<file path="src/rtl/i2c_target.sv">
// i2c_target: I2C responder with filtered inputs, 7-bit address match, write stream out and read byte requests
module i2c_target #(
  parameter logic [6:0] TARGET_ADDR = 7'h42,
  parameter int FILTER_LEN = 3
) (
  input  logic       clk,
  input  logic       rst,
  input  logic       scl_i,
  input  logic       sda_i,
  output logic       sda_oe,
  output logic       rx_valid,
  output logic [7:0] rx_data,
  output logic       rx_first,
  input  logic       rx_ready,
  output logic       tx_req,
  input  logic [7:0] tx_data,
  output logic       busy
);
  typedef enum logic [3:0] {IDLE, ADDR, ADDR_ACK, WRITE, W_ACK, W_NACK, R_WAIT, READ, R_ACK, IGNORE} state_t;
  state_t state, n_state;
  logic [1:0] s1, s2, f, fd;
  logic [1:0][3:0] fc;
  logic scl_f, sda_f, scl_rise, scl_fall, start, stop;
  logic [3:0] cnt, n_cnt;
  logic [7:0] sh, n_sh, n_rx_data;
  logic rw, n_rw, ok, n_ok, first, n_first, cap;
  logic n_oe, n_rx_valid, n_rx_first, n_tx_req, n_busy;
  always_ff @(posedge clk) begin
    if (rst) begin
      s1 <= '1;
      s2 <= '1;
      f <= '1;
      fd <= '1;
      fc <= '0;
    end else begin
      s1 <= {sda_i, scl_i};
      s2 <= s1;
      fd <= f;
      for (int i = 0; i < 2; i++) begin
        if (s2[i] == f[i]) fc[i] <= '0;
        else if (fc[i] == 4'(FILTER_LEN - 1)) begin
          f[i] <= s2[i];
          fc[i] <= '0;
        end else fc[i] <= fc[i] + 4'd1;
      end
    end
  end
  assign scl_f = f[0];
  assign sda_f = f[1];
  assign scl_rise = scl_f & ~fd[0];
  assign scl_fall = ~scl_f & fd[0];
  assign start = fd[1] & ~sda_f & scl_f & fd[0];
  assign stop = ~fd[1] & sda_f & scl_f & fd[0];
  always_comb begin
    n_state = state;
    n_cnt = cnt;
    n_sh = cap ? tx_data : sh;
    n_oe = sda_oe;
    n_rx_data = rx_data;
    n_rx_first = rx_first;
    n_busy = busy;
    n_first = first;
    n_ok = ok;
    n_rw = rw;
    n_rx_valid = 1'b0;
    n_tx_req = 1'b0;
    if (start) begin
      n_state = ADDR;
      n_cnt = '0;
      n_oe = 1'b0;
      n_busy = 1'b0;
    end else if (stop) begin
      n_state = IDLE;
      n_oe = 1'b0;
      n_busy = 1'b0;
    end else begin
      case (state)
        ADDR:
          if (scl_rise) begin
            n_sh = {sh[6:0], sda_f};
            n_cnt = cnt + 4'd1;
          end else if (scl_fall && cnt == 4'd8) begin
            n_cnt = '0;
            if (sh[7:1] == TARGET_ADDR && TARGET_ADDR != 7'h00) begin
              n_state = ADDR_ACK;
              n_oe = 1'b1;
              n_busy = 1'b1;
              n_first = 1'b1;
              n_rw = sh[0];
            end else n_state = IGNORE;
          end
        ADDR_ACK:
          if (scl_rise && rw) begin
            n_tx_req = 1'b1;
            n_state = R_WAIT;
          end else if (scl_fall) begin
            n_oe = 1'b0;
            n_state = WRITE;
          end
        WRITE:
          if (scl_rise) begin
            n_sh = {sh[6:0], sda_f};
            n_cnt = cnt + 4'd1;
            if (cnt == 4'd7) begin
              n_ok = rx_ready;
              n_rx_valid = rx_ready;
              if (rx_ready) begin
                n_rx_data = {sh[6:0], sda_f};
                n_rx_first = first;
                n_first = 1'b0;
              end
            end
          end else if (scl_fall && cnt == 4'd8) begin
            n_cnt = '0;
            n_oe = ok;
            n_state = ok ? W_ACK : W_NACK;
          end
        W_ACK:
          if (scl_fall) begin
            n_oe = 1'b0;
            n_state = WRITE;
          end
        W_NACK:
          if (scl_fall) begin
            n_state = IGNORE;
            n_busy = 1'b0;
          end
        R_WAIT:
          if (scl_fall) begin
            n_oe = ~sh[7];
            n_cnt = '0;
            n_state = READ;
          end
        READ:
          if (scl_fall) begin
            if (cnt == 4'd7) begin
              n_oe = 1'b0;
              n_state = R_ACK;
            end else begin
              n_sh = {sh[6:0], 1'b0};
              n_oe = ~sh[6];
              n_cnt = cnt + 4'd1;
            end
          end
        R_ACK:
          if (scl_rise) begin
            if (sda_f) begin
              n_state = IGNORE;
              n_busy = 1'b0;
            end else begin
              n_tx_req = 1'b1;
              n_state = R_WAIT;
            end
          end
        default: ;
      endcase
    end
  end
  always_ff @(posedge clk) begin
    if (rst) begin
      state <= IDLE;
      cnt <= '0;
      sh <= '0;
      sda_oe <= 1'b0;
      rx_valid <= 1'b0;
      rx_data <= '0;
      rx_first <= 1'b0;
      tx_req <= 1'b0;
      busy <= 1'b0;
      first <= 1'b0;
      ok <= 1'b0;
      rw <= 1'b0;
      cap <= 1'b0;
    end else begin
      state <= n_state;
      cnt <= n_cnt;
      sh <= n_sh;
      sda_oe <= n_oe;
      rx_valid <= n_rx_valid;
      rx_data <= n_rx_data;
      rx_first <= n_rx_first;
      tx_req <= n_tx_req;
      busy <= n_busy;
      first <= n_first;
      ok <= n_ok;
      rw <= n_rw;
      cap <= tx_req;
    end
  end
endmodule

</file>
<file path="config.mk">
export PLATFORM = sky130hd
export DESIGN_NAME = i2c_target
export DESIGN_NICKNAME = d
export VERILOG_FILES = /design/src/rtl/i2c_target.sv
export SDC_FILE = /design/constraint.sdc
export NUM_CORES = 1
export LEC_CHECK = 0
export ABC_AREA = 1
export CORE_MARGIN = 10
export CORE_UTILIZATION = 46
export DETAILED_ROUTE_END_ITERATION = 7
export GPL_ROUTABILITY_DRIVEN = 0
export PLACE_DENSITY = 0.67
export SYNTH_ARGS = -nofsm -noshare
export SYNTH_HDL_FRONTEND = slang
export SYNTH_SLANG_ARGS = --single-unit
</file>
<file path="constraint.sdc">
create_clock -name clk -period 1.9 [get_ports clk]
set_input_delay 0.38 -clock clk [delete_from_list [all_inputs] [get_ports clk]]
set_output_delay 0.38 -clock clk [all_outputs]
set_load 0.02 [all_outputs]
</file>
==> flow_summary.json <==
{
  "drc": 0,
  "end_kind": "output port",
  "avgSynthCellArea_um2": 6.955,
  "worstPathMaxFanout": 2,
  "cts_hold_buf": 0,
  "crit_family": "buffers and inverters",
  "drive_gt1_share_pct": 13.49,
  "grt_first_pass_wirelength_um": 10990,
  "clockBufferDepth": 2,
  "grt_max_degree": 22,
  "synth_top_area_share_pct": 37.02,
  "ios": 26,
  "reg2reg_to": "first",
  "synth.largest_area_cell": "dfxtp_1",
  "wl_um": 6305,
  "port_buffers": 25,
  "period_share_pct": 89.62,
  "antenna_found_initial": 0,
  "ys_top_cells_by_count": "nand2_1, nor2_1, dfxtp_1",
  "p_leak_nw": 1.334,
  "synth_ff_type": "dfxtp_1",
  "synth.area.top_cells": "dfxtp_1, nand2_1, nor2_1, nand3_1, inv_1",
  "die_w_um": 95.90,
  "fin_crit_ns": 1.703,
  "skew_ns": 0.009014,
  "status": "finished clean",
  "yosysSeqAreaShare_pct": 37.02,
  "area_delta_synth_final_pct": 17.66,
  "hold_depth": 1,
  "maxCapViolCount": 0,
  "crit_type": "flop to output port",
  "synth_seq_cells": 49,
  "fp-row-count": 27,
  "post-place-ws_ns": 0.1888,
  "min_from": "s1[0]",
  "initial_utilization_pct": 47.83,
  "totalPowerFinal_w": 0.002706,
  "via_per_inst": 5.115,
  "path_buf_inv": 1,
  "finalSetupViolCount": 0,
  "hold_path_end": "s2[0]",
  "global_route.usage.total_pct": 14.93,
  "crit_cells": 1,
  "core_um2": 5540,
  "dp_hpwl_um": 4931,
  "syn_area_um2": 2650,
  "ant_nets": 0,
  "slew_headroom_pct": 67.71,
  "numCtsBuffers": 5,
  "grt_overflow": 0,
  "final-hold-violation-count": 0,
  "die_y_um": 95.90,
  "rsz0062_at_grt": "false",
  "nets": 433,
  "syn_nets": 400,
  "ys_warn_count": 0,
  "dieArea_um2": 9197,
  "vias": 2491,
  "rr_worst_depth": 7,
  "r2r_start": "fd[0]",
  "cp-start-kind": "flop",
  "min_path_type": "flop to flop",
  "crit_chain": "clkdlybuf4s50_1",
  "synthArstFlopShare_pct": 0,
  "root_buffer": "clkbuf_8",
  "clkSinkCount": 49,
  "tns_ns": 0,
  "slowest_delay_ns": 0.64,
  "tightest_slew_ns": 0.4828,
  "first_pass_iters": 4,
  "first_iter_violations": 172,
  "synthCells": 381,
  "grt_pass1_vias": 2356,
  "crit_required_ns": 1.52,
  "critPathSlowestCell": "clkdlybuf4s50_1",
  "vdd_drop_max_mv": 0.4144,
  "fmax_mhz": 587.3,
  "cts_tree": "done",
  "whs_ns": 0.4201,
  "drv_slew": 0,
  "synth_most_common_cell": "nand2_1",
  "layout_setup_ws_ns": 0.1972,
  "drt-wirelength-per-cell_um": 12.95,
  "clk_latency_ns": 0.31,
  "crit_arrival_ns": 1.32,
  "cts_htree_levels": 2,
  "synth.distinct_cells": 34,
  "clk_pin_slew_ns": 0.10,
  "synth-edff-count": 0,
  "diodes": 0,
  "cellPowerDensity_nw_per_um2": 867.8,
  "r2r_slack_ns": 0.20
}
[worst reg2reg max path: cells and delay by family (launching register included)]
kind | cells | cell delay, ns
flops | 1 | 0.51
simple gates | 5 | 0.85
compound gates | 2 | 0.23
[worst max path at each step]
stage	start	endpoint	slack (ns)
2_1_floorplan	cnt[0]	sh[6]	0.41
3_3_place_gp	state[1]	rx_data[3]	0.23
3_5_place_dp	cnt[0]	sh[6]	0.19
4_1_cts	rx_data[0]	rx_data[0]	0.17
5_1_grt	state[1]	rx_data[4]	0.03
6_report	rx_data[0]	rx_data[0]	0.20
[cell type report]
type,instances,area (µm²)
Sequential cell,49,982.2
Multi-Input combinational cell,280,1463
Inverter,45,172.7
Tap cell,72,90.09
Clock inverter,2,17.52
Clock buffer,6,82.58
Fill cell,557,2422
Timing Repair Buffer,33,310.3
[cell families after synthesis]
kind of cell | synth area share [%]
AND/OR/NAND/NOR | 35.50
AO/OA/AOI/OAI | 13.79
XOR/XNOR | 2.975
flip-flops | 37.02
buffers and inverters | 7.885
adder cells (fa/ha/maj) | 2.833
[state kept, by name, summed over array words and instances (netlist names), 2 cells and up]
| register | count |
|---|---|
| s1 | 2 |
| cnt | 4 |
| s2 | 2 |
| fd | 2 |
| sh | 8 |
| state | 4 |
| fc | 8 |
| f | 2 |
| rx_data | 8 |
[cells in the final DEF, fill, tap and decap left out, types with 8 or more instances in the layout]
cell              n
o21ai_0          14
dfxtp_1          48
nand3_1          30
nor2_1           60
inv_2            13
a21oi_1          16
o211ai_1         10
buf_4             8
inv_1            30
clkdlybuf4s50_1  25
nand2_1          95
[where the power goes]
| group | internal, W | total, W | switching, W |
|---|---|---|---|
| combinational | 0.000320 | 0.000879 | 0.000559 |
| sequential | 0.00109 | 0.00115 | 0.0000682 |
| clock | 0.000303 | 0.000673 | 0.000370 |
| total | 0.00171 | 0.00271 | 0.000998 |
[per-stage QoR]
stage          utilization [%]  std cells  instance area (µm²)
2_1_floorplan                -        381                 2650
3_3_place_gp             54.13        477                 2999
3_5_place_dp             54.13        477                 2999
4_1_cts                  55.94        485                 3099
5_1_grt                  56.28        487                 3118
6_report                 56.28        487                 3118
[metal layers]
metal | routed length [µm] | vias up | GRT usage, %
met5 | 0 | - | 0
met4 | 133 | 0 | 5.897
met3 | 382 | 13 | 4.202
met2 | 2857 | 88 | 23.53
met1 | 2932 | 1105 | 18.87
li1 | - | 1285 | -
[repair_timing]
| action | CTS | global route |
|---|---|---|
| endpoints found under the setup margin | 0 | 9 |
| gates resized for setup | 0 | 2 |
| buffers inserted | 0 | 2 |
Note: power is estimated with default switching activity, not from simulation.
